[config.mk]
export PLATFORM = sky130hd
export DESIGN_NAME = lpddr5_cmd_scheduler_flat
export DESIGN_NICKNAME = d
export VERILOG_FILES = /design/src/rtl/lpddr5_cmd_scheduler_if.sv /design/src/rtl/lpddr5_cmd_scheduler.sv /design/src/flat_wrapper.sv
export SDC_FILE = /design/constraint.sdc
export NUM_CORES = 1
export LEC_CHECK = 0
export ABC_CLOCK_PERIOD_IN_PS = 67300
export CAP_MARGIN = 0
export CORE_UTILIZATION = 51
export CTS_CLUSTER_SIZE = 25
export DETAILED_ROUTE_END_ITERATION = 10
export DONT_BUFFER_PORTS = 1
export GPL_ROUTABILITY_DRIVEN = 0
export PLACE_DENSITY = 0.72
export SETUP_SLACK_MARGIN = 0.5
export SLEW_MARGIN = 10
export SYNTH_ARGS = -nofsm -noshare
export SYNTH_HDL_FRONTEND = slang
export SYNTH_SLANG_ARGS = --single-unit
export TNS_END_PERCENT = 30
[constraint.sdc]
create_clock -name clk -period 67.3 [get_ports clk]
set_input_delay 6.73 -clock clk [delete_from_list [all_inputs] [get_ports clk]]
set_output_delay 6.73 -clock clk [all_outputs]
set_load 0.01 [all_outputs]
[src/rtl/lpddr5_cmd_scheduler_if.sv]
// lpddr5_cmd_scheduler_if
// Bundles the signals between lpddr5_cmd_scheduler and its neighbours:
//   in_*       host command handshake (in_valid/in_ready, direction, prio, addr)
//   out_*      issued command handshake towards the controller (out_valid/out_ready)
//   rd_count / wr_count / drain_mode   queue occupancy and mode status
// Modports:
//   master  host/controller side: drives in_* and out_ready
//   slave   scheduler side: drives in_ready, out_*, counts and drain_mode
interface lpddr5_cmd_scheduler_if #(
   parameter int ADDR_WIDTH     = 32,
   parameter int PRIORITY_WIDTH = 3,
   parameter int QUEUE_DEPTH    = 8
);
   localparam int CW = $clog2(QUEUE_DEPTH) + 1;

   logic                      in_valid;
   logic                      in_rw;
   logic [PRIORITY_WIDTH-1:0] in_prio;
   logic [ADDR_WIDTH-1:0]     in_addr;
   logic                      in_ready;

   logic                      out_valid;
   logic                      out_rw;
   logic [PRIORITY_WIDTH-1:0] out_prio;
   logic [ADDR_WIDTH-1:0]     out_addr;
   logic                      out_ready;

   logic [CW-1:0]             rd_count;
   logic [CW-1:0]             wr_count;
   logic                      drain_mode;

   modport master (
      output in_valid, in_rw, in_prio, in_addr, out_ready,
      input  in_ready, out_valid, out_rw, out_prio, out_addr,
             rd_count, wr_count, drain_mode
   );

   modport slave (
      input  in_valid, in_rw, in_prio, in_addr, out_ready,
      output in_ready, out_valid, out_rw, out_prio, out_addr,
             rd_count, wr_count, drain_mode
   );
endinterface

[src/rtl/lpddr5_cmd_scheduler.sv]
// lpddr5_cmd_scheduler
// Upstream stage of the LPDDR5 controller. Host commands are buffered in a
// read queue and a write queue (QUEUE_DEPTH entries each). Every cycle the
// issue register may load one command chosen by: starvation, then the
// read/write drain mode, then priority, then age, then slot index (read wins
// a full cross-queue tie). The chosen command is held on a registered
// valid/ready output.
// Ports:
//   clk    clock
//   rst_n  asynchronous active-low reset
//   bus    lpddr5_cmd_scheduler_if.slave (host input, issued output, status)
// Optional feature macro: LPDDR5_CMDQ_RAW_HAZARD_EN
//   When defined, a read whose address matches a queued write, or a write
//   held in the issue register, is not eligible for issue.
module lpddr5_cmd_scheduler #(
   parameter int ADDR_WIDTH     = 32,
   parameter int PRIORITY_WIDTH = 3,
   parameter int QUEUE_DEPTH    = 8,
   parameter int WR_HI          = 6,
   parameter int WR_LO          = 2,
   parameter int STARVE_LIMIT   = 15
) (
   input logic                   clk,
   input logic                   rst_n,
   lpddr5_cmd_scheduler_if.slave bus
);
   localparam int IW   = $clog2(QUEUE_DEPTH);
   localparam int CW   = IW + 1;
   localparam int AGEW = $clog2(STARVE_LIMIT + 1);
   localparam int KW   = 1 + 1 + PRIORITY_WIDTH + AGEW + IW + 1;
   localparam logic [AGEW-1:0] AGE_MAX = AGEW'(STARVE_LIMIT);
   localparam logic [CW-1:0]   FULL    = CW'(QUEUE_DEPTH);

   typedef enum logic {READ_MODE = 1'b0, WRITE_DRAIN = 1'b1} mode_t;
   mode_t state_q, state_d;

   logic [QUEUE_DEPTH-1:0]    rd_valid_q, rd_valid_d, wr_valid_q, wr_valid_d;
   logic [PRIORITY_WIDTH-1:0] rd_prio_q [QUEUE_DEPTH], rd_prio_d [QUEUE_DEPTH];
   logic [PRIORITY_WIDTH-1:0] wr_prio_q [QUEUE_DEPTH], wr_prio_d [QUEUE_DEPTH];
   logic [ADDR_WIDTH-1:0]     rd_addr_q [QUEUE_DEPTH], rd_addr_d [QUEUE_DEPTH];
   logic [ADDR_WIDTH-1:0]     wr_addr_q [QUEUE_DEPTH], wr_addr_d [QUEUE_DEPTH];
   logic [AGEW-1:0]           rd_age_q  [QUEUE_DEPTH], rd_age_d  [QUEUE_DEPTH];
   logic [AGEW-1:0]           wr_age_q  [QUEUE_DEPTH], wr_age_d  [QUEUE_DEPTH];
   logic [CW-1:0]             rd_count_q, rd_count_d, wr_count_q, wr_count_d;

   logic                      out_valid_q, out_valid_d, out_rw_q, out_rw_d;
   logic [PRIORITY_WIDTH-1:0] out_prio_q, out_prio_d;
   logic [ADDR_WIDTH-1:0]     out_addr_q, out_addr_d;

   logic [QUEUE_DEPTH-1:0]    rd_elig, wr_elig;
   logic                      sel_found, sel_rw;
   logic [IW-1:0]             sel_idx, rd_free_idx, wr_free_idx;
   logic [KW-1:0]             best_key, cand_key;
   logic                      issue, enq_rd, enq_wr, deq_rd, deq_wr;

   assign bus.in_ready   = bus.in_rw ? (wr_count_q != FULL) : (rd_count_q != FULL);
   assign bus.out_valid  = out_valid_q;
   assign bus.out_rw     = out_rw_q;
   assign bus.out_prio   = out_prio_q;
   assign bus.out_addr   = out_addr_q;
   assign bus.rd_count   = rd_count_q;
   assign bus.wr_count   = wr_count_q;
   assign bus.drain_mode = (state_q == WRITE_DRAIN);

   // Eligibility: a read may be held back behind a same-address write so it
   // never overtakes it; starvation does not lift this.
   always_comb begin
      wr_elig = wr_valid_q;
      rd_elig = rd_valid_q;
`ifdef LPDDR5_CMDQ_RAW_HAZARD_EN
      for (int i = 0; i < QUEUE_DEPTH; i++) begin
         if (out_valid_q && out_rw_q && (out_addr_q == rd_addr_q[i]))
            rd_elig[i] = 1'b0;
         for (int j = 0; j < QUEUE_DEPTH; j++) begin
            if (wr_valid_q[j] && (wr_addr_q[j] == rd_addr_q[i]))
               rd_elig[i] = 1'b0;
         end
      end
`endif
   end

   // Selection as a lexicographic maximum over one key per entry:
   // {starved, preferred-queue (non-starved only), prio, age, inverted slot, is_read}.
   // Queue preference is masked for starved entries so two starved entries
   // from different queues fall through to prio/age/slot and finally read-wins.
   always_comb begin
      sel_found = 1'b0;
      sel_rw    = 1'b0;
      sel_idx   = '0;
      best_key  = '0;
      cand_key  = '0;
      for (int i = 0; i < QUEUE_DEPTH; i++) begin
         if (rd_elig[i]) begin
            cand_key = {rd_age_q[i] == AGE_MAX,
                        (rd_age_q[i] != AGE_MAX) && (state_q == READ_MODE),
                        rd_prio_q[i], rd_age_q[i], IW'(QUEUE_DEPTH - 1 - i), 1'b1};
            if (!sel_found || (cand_key > best_key)) begin
               sel_found = 1'b1;
               sel_rw    = 1'b0;
               sel_idx   = IW'(i);
               best_key  = cand_key;
            end
         end
      end
      for (int i = 0; i < QUEUE_DEPTH; i++) begin
         if (wr_elig[i]) begin
            cand_key = {wr_age_q[i] == AGE_MAX,
                        (wr_age_q[i] != AGE_MAX) && (state_q == WRITE_DRAIN),
                        wr_prio_q[i], wr_age_q[i], IW'(QUEUE_DEPTH - 1 - i), 1'b0};
            if (!sel_found || (cand_key > best_key)) begin
               sel_found = 1'b1;
               sel_rw    = 1'b1;
               sel_idx   = IW'(i);
               best_key  = cand_key;
            end
         end
      end
   end

   // Lowest free slot per queue, found on the pre-edge state so a slot being
   // vacated this cycle is not reused until the next one.
   always_comb begin
      rd_free_idx = '0;
      wr_free_idx = '0;
      for (int i = QUEUE_DEPTH - 1; i >= 0; i--) begin
         if (!rd_valid_q[i]) rd_free_idx = IW'(i);
         if (!wr_valid_q[i]) wr_free_idx = IW'(i);
      end
   end

   // Queue and issue-register next state: dequeue, then aging of survivors,
   // then enqueue of the new entry with age 0.
   always_comb begin
      rd_valid_d  = rd_valid_q;
      wr_valid_d  = wr_valid_q;
      rd_prio_d   = rd_prio_q;
      wr_prio_d   = wr_prio_q;
      rd_addr_d   = rd_addr_q;
      wr_addr_d   = wr_addr_q;
      rd_age_d    = rd_age_q;
      wr_age_d    = wr_age_q;
      out_valid_d = out_valid_q;
      out_rw_d    = out_rw_q;
      out_prio_d  = out_prio_q;
      out_addr_d  = out_addr_q;

      issue  = !out_valid_q || bus.out_ready;
      deq_rd = issue && sel_found && !sel_rw;
      deq_wr = issue && sel_found && sel_rw;
      enq_rd = bus.in_valid && bus.in_ready && !bus.in_rw;
      enq_wr = bus.in_valid && bus.in_ready && bus.in_rw;

      if (issue) begin
         out_valid_d = sel_found;
         if (sel_found) begin
            out_rw_d = sel_rw;
            if (sel_rw) begin
               out_prio_d          = wr_prio_q[sel_idx];
               out_addr_d          = wr_addr_q[sel_idx];
               wr_valid_d[sel_idx] = 1'b0;
            end else begin
               out_prio_d          = rd_prio_q[sel_idx];
               out_addr_d          = rd_addr_q[sel_idx];
               rd_valid_d[sel_idx] = 1'b0;
            end
         end
      end

      for (int i = 0; i < QUEUE_DEPTH; i++) begin
         if (rd_valid_d[i] && (rd_age_q[i] != AGE_MAX)) rd_age_d[i] = rd_age_q[i] + AGEW'(1);
         if (wr_valid_d[i] && (wr_age_q[i] != AGE_MAX)) wr_age_d[i] = wr_age_q[i] + AGEW'(1);
      end

      if (enq_rd) begin
         rd_valid_d[rd_free_idx] = 1'b1;
         rd_prio_d[rd_free_idx]  = bus.in_prio;
         rd_addr_d[rd_free_idx]  = bus.in_addr;
         rd_age_d[rd_free_idx]   = '0;
      end
      if (enq_wr) begin
         wr_valid_d[wr_free_idx] = 1'b1;
         wr_prio_d[wr_free_idx]  = bus.in_prio;
         wr_addr_d[wr_free_idx]  = bus.in_addr;
         wr_age_d[wr_free_idx]   = '0;
      end

      rd_count_d = rd_count_q + CW'(enq_rd) - CW'(deq_rd);
      wr_count_d = wr_count_q + CW'(enq_wr) - CW'(deq_wr);
   end

   // Drain-mode FSM, driven by the write count after this edge's update.
   always_comb begin
      state_d = state_q;
      case (state_q)
         READ_MODE:   if (wr_count_d >= CW'(WR_HI)) state_d = WRITE_DRAIN;
         WRITE_DRAIN: if (wr_count_d <= CW'(WR_LO)) state_d = READ_MODE;
         default:     state_d = READ_MODE;
      endcase
   end

   always_ff @(posedge clk or negedge rst_n) begin
      if (!rst_n) begin
         state_q <= READ_MODE;
      end else begin
         state_q <= state_d;
      end
   end

   always_ff @(posedge clk or negedge rst_n) begin
      if (!rst_n) begin
         rd_valid_q  <= '0;
         wr_valid_q  <= '0;
         rd_count_q  <= '0;
         wr_count_q  <= '0;
         out_valid_q <= 1'b0;
         out_rw_q    <= 1'b0;
         out_prio_q  <= '0;
         out_addr_q  <= '0;
         for (int i = 0; i < QUEUE_DEPTH; i++) begin
            rd_prio_q[i] <= '0;
            wr_prio_q[i] <= '0;
            rd_addr_q[i] <= '0;
            wr_addr_q[i] <= '0;
            rd_age_q[i]  <= '0;
            wr_age_q[i]  <= '0;
         end
      end else begin
         rd_valid_q  <= rd_valid_d;
         wr_valid_q  <= wr_valid_d;
         rd_count_q  <= rd_count_d;
         wr_count_q  <= wr_count_d;
         out_valid_q <= out_valid_d;
         out_rw_q    <= out_rw_d;
         out_prio_q  <= out_prio_d;
         out_addr_q  <= out_addr_d;
         rd_prio_q   <= rd_prio_d;
         wr_prio_q   <= wr_prio_d;
         rd_addr_q   <= rd_addr_d;
         wr_addr_q   <= wr_addr_d;
         rd_age_q    <= rd_age_d;
         wr_age_q    <= wr_age_d;
      end
   end
endmodule

[src/flat_wrapper.sv]
// flat-port wrapper written by rule: the top's interface ports become plain ports
module lpddr5_cmd_scheduler_flat 
#(
   parameter int ADDR_WIDTH     = 32,
   parameter int PRIORITY_WIDTH = 3,
   parameter int QUEUE_DEPTH    = 8,
   parameter int WR_HI          = 6,
   parameter int WR_LO          = 2,
   parameter int STARVE_LIMIT   = 15
)
  (clk, rst_n, bus_in_valid, bus_in_rw, bus_in_prio, bus_in_addr, bus_out_ready, bus_in_ready, bus_out_valid, bus_out_rw, bus_out_prio, bus_out_addr, bus_rd_count, bus_wr_count, bus_drain_mode);
  lpddr5_cmd_scheduler_if #(.ADDR_WIDTH(ADDR_WIDTH), .PRIORITY_WIDTH(PRIORITY_WIDTH), .QUEUE_DEPTH(QUEUE_DEPTH)) bus_i ();
  input logic clk;
  input logic rst_n;
  input wire logic [$bits(bus_i.in_valid)-1:0] bus_in_valid;
  input wire logic [$bits(bus_i.in_rw)-1:0] bus_in_rw;
  input wire logic [$bits(bus_i.in_prio)-1:0] bus_in_prio;
  input wire logic [$bits(bus_i.in_addr)-1:0] bus_in_addr;
  input wire logic [$bits(bus_i.out_ready)-1:0] bus_out_ready;
  output wire logic [$bits(bus_i.in_ready)-1:0] bus_in_ready;
  output wire logic [$bits(bus_i.out_valid)-1:0] bus_out_valid;
  output wire logic [$bits(bus_i.out_rw)-1:0] bus_out_rw;
  output wire logic [$bits(bus_i.out_prio)-1:0] bus_out_prio;
  output wire logic [$bits(bus_i.out_addr)-1:0] bus_out_addr;
  output wire logic [$bits(bus_i.rd_count)-1:0] bus_rd_count;
  output wire logic [$bits(bus_i.wr_count)-1:0] bus_wr_count;
  output wire logic [$bits(bus_i.drain_mode)-1:0] bus_drain_mode;
  assign bus_i.in_valid = bus_in_valid;
  assign bus_i.in_rw = bus_in_rw;
  assign bus_i.in_prio = bus_in_prio;
  assign bus_i.in_addr = bus_in_addr;
  assign bus_i.out_ready = bus_out_ready;
  assign bus_in_ready = bus_i.in_ready;
  assign bus_out_valid = bus_i.out_valid;
  assign bus_out_rw = bus_i.out_rw;
  assign bus_out_prio = bus_i.out_prio;
  assign bus_out_addr = bus_i.out_addr;
  assign bus_rd_count = bus_i.rd_count;
  assign bus_wr_count = bus_i.wr_count;
  assign bus_drain_mode = bus_i.drain_mode;
  lpddr5_cmd_scheduler #(.ADDR_WIDTH(ADDR_WIDTH), .PRIORITY_WIDTH(PRIORITY_WIDTH), .QUEUE_DEPTH(QUEUE_DEPTH), .WR_HI(WR_HI), .WR_LO(WR_LO), .STARVE_LIMIT(STARVE_LIMIT)) u_core (.clk(clk), .rst_n(rst_n), .bus(bus_i));
endmodule
==> metrics.md <==
| Metric | Value |
|---|---|
| Global route overflow | 0 |
| Number of post-CTS setup repair buffers | 0 |
| DR pass1 iterations | 8 |
| Top Ports | 87 |
| Share of the clock period used by the worst path after layout | 53.12% |
| Final number of setup-violating endpoints | 0 |
| Overall routed net length | 104.2 mm |
| Total Routing Usage GR | 29.27% |
| Register area share after synthesis | 47.43% |
| Fraction of registers with async set/reset | 100.0% |
| Hold slack final | 0.5037 ns |
| Primary FF master, synth | sky130_fd_sc_hd__dfrtp_1 |
| Number of enable-type register cells in the synthesized netlist | 0 |
| Final antenna diode count | 0 |
| Synthesized instance count | 3148 |
| Transition at the pin with the smallest max-transition slack | 2.337 ns |
| Required time reported for the critical path endpoint | 67.78 ns |
| Via/cell ratio | 6.563 |
| Sequential cell area | 17170 um2 |
| Layout-stage area growth over the synthesis result | 8.678% |
| Mapped Area | 36190 um2 |
| CP max FO | 34 |
| Core Footprint | 70150 um2 |
| Worst setup EP type | register |
| Yosys cell types | 99 |
| Synth Area per Inst | 11.50 um2 |
| Die height | 268.4 um |
| DRC Markers | 0 |
| Flops & latches, synth | 686 |
| Stage delay of the slowest cell on the critical path | 0.95 ns |
| Number of pins with negative max-slew slack in the final report | 532 |
| Max_cap viols | 0 |
| Wire length of the first global-routing pass | 162.3 mm |
| Number of placement rows | 97 |
| Layout cell share with drive strength beyond 1 | 26.81% |
| TritonCTS sink count | 686 |
| Routed wire length per instance | 25.77 um |
| CP Launch Type | register |
| Final number of hold-violating endpoints | 0 |
| Library cell contributing the largest single delay on the critical path | sky130_fd_sc_hd__dfrtp_1 |
| Final non-filler cell total | 4043 |
| Number of nets in the synthesized netlist | 3343 |
| Count of H-tree levels built during CTS | 3 |
| Area enclosed by the die boundary | 72030 um2 |
| Number of placed instances with taps included | 3911 |
| Count of nets left with antenna violations after detail routing | 0 |
| CTS tree | built |
| Worst skew pair latency | 0.64 ns |
| Max-slew headroom at the worst pin | -55.78% |
| Number of DRC markers after the initial detailed-route iteration | 3009 |
| Buffer cell driving the clock tree root | sky130_fd_sc_hd__clkbuf_16 |
| Result of the run | complete, but fails checks |
| Final critical delay including setup and external delays | 35.75 ns |
| FILL cells | 5843 |
| Die X | 268.4 um |
| Startpoint-to-endpoint class of the critical path | reg -> reg |
| Synth warnings | 0 |
| Vias in the first global route | 27570 |
| Nets | 3241 |
| Failing checks | slew limit |
| Achievable frequency | 27.97 MHz |
| Arrival time at the worst endpoint | 36.23 ns |
| Hold bufs inserted after CTS | 0 |
| Post-CTS Resized | 0 |
| Total Negative Setup Slacks | 0 ns |
| Worst min path class | reg -> reg |
| Initial standard-cell utilization of the core | 51.59% |
| Largest net degree at the start of global routing | 687 |
| Clock skew after layout | 0.02416 ns |
| Area of combinational cells with multiple inputs | 17880 um2 |
| Crit path top cell by count | sky130_fd_sc_hd__ha_1 |
| Antenna violations before repair | 2 |
| TritonCTS buffer count | 73 |
| Total via count in the routed design | 26540 |
| Hpwl dp | 61.91 mm |
| Buffer levels on the longest clock path | 3 |
| RSZ-0062 raised after global routing | false |
| Port buffer count | 0 |
| Register clock-pin slew on the reported worst setup and hold paths | 0.06 ns |
sequential cells by signal, summed over array words and instances (netlist names):
register	flops
u_core.wr_age_q	32
u_core.wr_addr_q	256
u_core.bus.drain_mode	1
u_core.rd_addr_q	256
u_core.bus.out_valid	1
u_core.wr_prio_q	24
u_core.bus.rd_count	4
u_core.bus.wr_count	4
u_core.rd_prio_q	24
u_core.bus.out_rw	1
u_core.rd_elig	8
u_core.wr_elig	8
u_core.bus.out_addr	32
u_core.rd_age_q	32
u_core.bus.out_prio	3
cells by family (layout without fill, tap and decap cells):
| family | after synthesis | in the layout | share of synthesized area, % |
|---|---|---|---|
| AO/OA/AOI/OAI | 612 | 612 | 12.59 |
| XOR/XNOR | 27 | 27 | 0.6534 |
| adder cells (fa/ha/maj) | 156 | 156 | 5.428 |
| buffers and inverters | 318 | 273 | 3.723 |
| flip-flops | 686 | 686 | 47.43 |
| multiplexers | 700 | 700 | 21.48 |
| AND/OR/NAND/NOR | 649 | 649 | 8.685 |
worst paths after layout:
kind,slack [ns],to,depth (start not counted),from
worst max-delay path,31.55,u_core.rd_age_q[27]$_DFF_PN0_,136,u_core.rd_elig[0]$_DFF_PN0_
worst min-delay path,0.50,u_core.wr_addr_q[222]$_DFFE_PN0P_,1,u_core.wr_addr_q[222]$_DFFE_PN0P_
worst max register to register,31.55,u_core.rd_age_q[27]$_DFF_PN0_,136,u_core.rd_elig[0]$_DFF_PN0_
worst min register to register,0.50,u_core.wr_addr_q[222]$_DFFE_PN0P_,1,u_core.wr_addr_q[222]$_DFFE_PN0P_
max in group asynchronous,59.66,u_core.wr_addr_q[141]$_DFFE_PN0P_,0,rst_n
min in group asynchronous,5.81,u_core.rd_age_q[13]$_DFF_PN0_,0,rst_n
layer usage:
layer  global-route usage, %  vias to the layer above  part of all wire [%]
li1                        -                    11460                     -
met1                   37.93                    13600                    40
met2                   47.55                     1181                    48
met3                   6.479                      286                   9.1
met4                   11.98                        2                   3.7
met5                       0                        -                 0.012
critical path: cells and delay by family (launching register included):
family | cells | cell delay [ns]
AOI/OAI and AO/OA | 55 | 16.13
xor gates and xnor gates | 1 | 0.15
adders and majority gates | 15 | 4.39
buffers and inverters | 12 | 1.97
DFF | 1 | 0.95
muxes | 12 | 4.22
and+or+nand+nor | 41 | 7.70
placed cells by master (no fill, tap or decap), types with 33 or more instances in the layout:
cell and instances:
sky130_fd_sc_hd__a22oi_1 37, sky130_fd_sc_hd__buf_4 37, sky130_fd_sc_hd__a21oi_1 130, sky130_fd_sc_hd__mux2_2 614
sky130_fd_sc_hd__inv_1 102, sky130_fd_sc_hd__dfrtp_1 686, sky130_fd_sc_hd__mux2i_1 86, sky130_fd_sc_hd__a222oi_1 90
sky130_fd_sc_hd__nand2_1 236, sky130_fd_sc_hd__ha_1 153, sky130_fd_sc_hd__nand3_1 89, sky130_fd_sc_hd__o21ai_0 62
sky130_fd_sc_hd__o211ai_1 36, sky130_fd_sc_hd__and3_1 33, sky130_fd_sc_hd__clkbuf_16 73, sky130_fd_sc_hd__nor2_1 112
metrics by stage:
stage               setup WS [ns]  utilization [%]  instance area, um2
floorplan                   36.27                -               36190
global placement            33.77            52.59               36890
detailed placement          32.41            52.59               36890
CTS                         32.27            56.07               39330
global route                28.73            56.07               39330
finish                      31.55            56.07               39330
final cells by class:
| class | instances | share of cell area [%] |
|---|---|---|
| multi-input combinational | 2144 | 45.46 |
| sequential | 686 | 43.65 |
| tap | 940 | 2.990 |
| clock inverter | 26 | 0.8812 |
| clock buffer | 106 | 5.316 |
| inverter | 104 | 0.9989 |
| timing repair buffer | 37 | 0.7062 |
synthesized netlist by cell type, types with 7 or more instances:
cell type | instances | area share [%]
sky130_fd_sc_hd__a21o_1 | 31 | 0.64
sky130_fd_sc_hd__o21a_1 | 22 | 0.46
sky130_fd_sc_hd__nor3_1 | 34 | 0.47
sky130_fd_sc_hd__buf_6 | 10 | 0.31
sky130_fd_sc_hd__a221oi_1 | 16 | 0.39
sky130_fd_sc_hd__inv_1 | 102 | 1.1
sky130_fd_sc_hd__a221o_1 | 12 | 0.33
sky130_fd_sc_hd__nand2_1 | 236 | 2.4
sky130_fd_sc_hd__o21ai_0 | 63 | 0.87
sky130_fd_sc_hd__clkbuf_1 | 132 | 1.4
sky130_fd_sc_hd__a31oi_1 | 14 | 0.24
sky130_fd_sc_hd__nor2b_1 | 9 | 0.16
sky130_fd_sc_hd__a21oi_1 | 130 | 1.8
sky130_fd_sc_hd__and2_1 | 14 | 0.24
sky130_fd_sc_hd__a211oi_1 | 27 | 0.56
sky130_fd_sc_hd__nor2_1 | 128 | 1.3
sky130_fd_sc_hd__mux2_2 | 614 | 19
sky130_fd_sc_hd__xor2_1 | 16 | 0.39
sky130_fd_sc_hd__xnor2_1 | 11 | 0.27
sky130_fd_sc_hd__ha_1 | 153 | 5.3
sky130_fd_sc_hd__nand3_1 | 89 | 1.2
sky130_fd_sc_hd__buf_1 | 40 | 0.41
sky130_fd_sc_hd__or2_2 | 7 | 0.12
sky130_fd_sc_hd__a22o_1 | 7 | 0.17
sky130_fd_sc_hd__a211o_1 | 13 | 0.31
sky130_fd_sc_hd__dfrtp_1 | 686 | 47
sky130_fd_sc_hd__o22ai_1 | 25 | 0.43
sky130_fd_sc_hd__a222oi_1 | 90 | 2.5
sky130_fd_sc_hd__buf_2 | 20 | 0.28
sky130_fd_sc_hd__nand2b_1 | 11 | 0.19
sky130_fd_sc_hd__and3_1 | 34 | 0.59
sky130_fd_sc_hd__or3_1 | 17 | 0.29
sky130_fd_sc_hd__o2111ai_1 | 13 | 0.31
sky130_fd_sc_hd__o211ai_1 | 36 | 0.75
sky130_fd_sc_hd__a311oi_1 | 19 | 0.46
sky130_fd_sc_hd__nand4_1 | 17 | 0.29
sky130_fd_sc_hd__buf_4 | 9 | 0.19
sky130_fd_sc_hd__a22oi_1 | 38 | 0.79
sky130_fd_sc_hd__mux2i_1 | 86 | 2.4
Power is left out: the tool's default activity adds up to more than one toggle a clock period on the data nets, which glitch-free logic cannot reach.
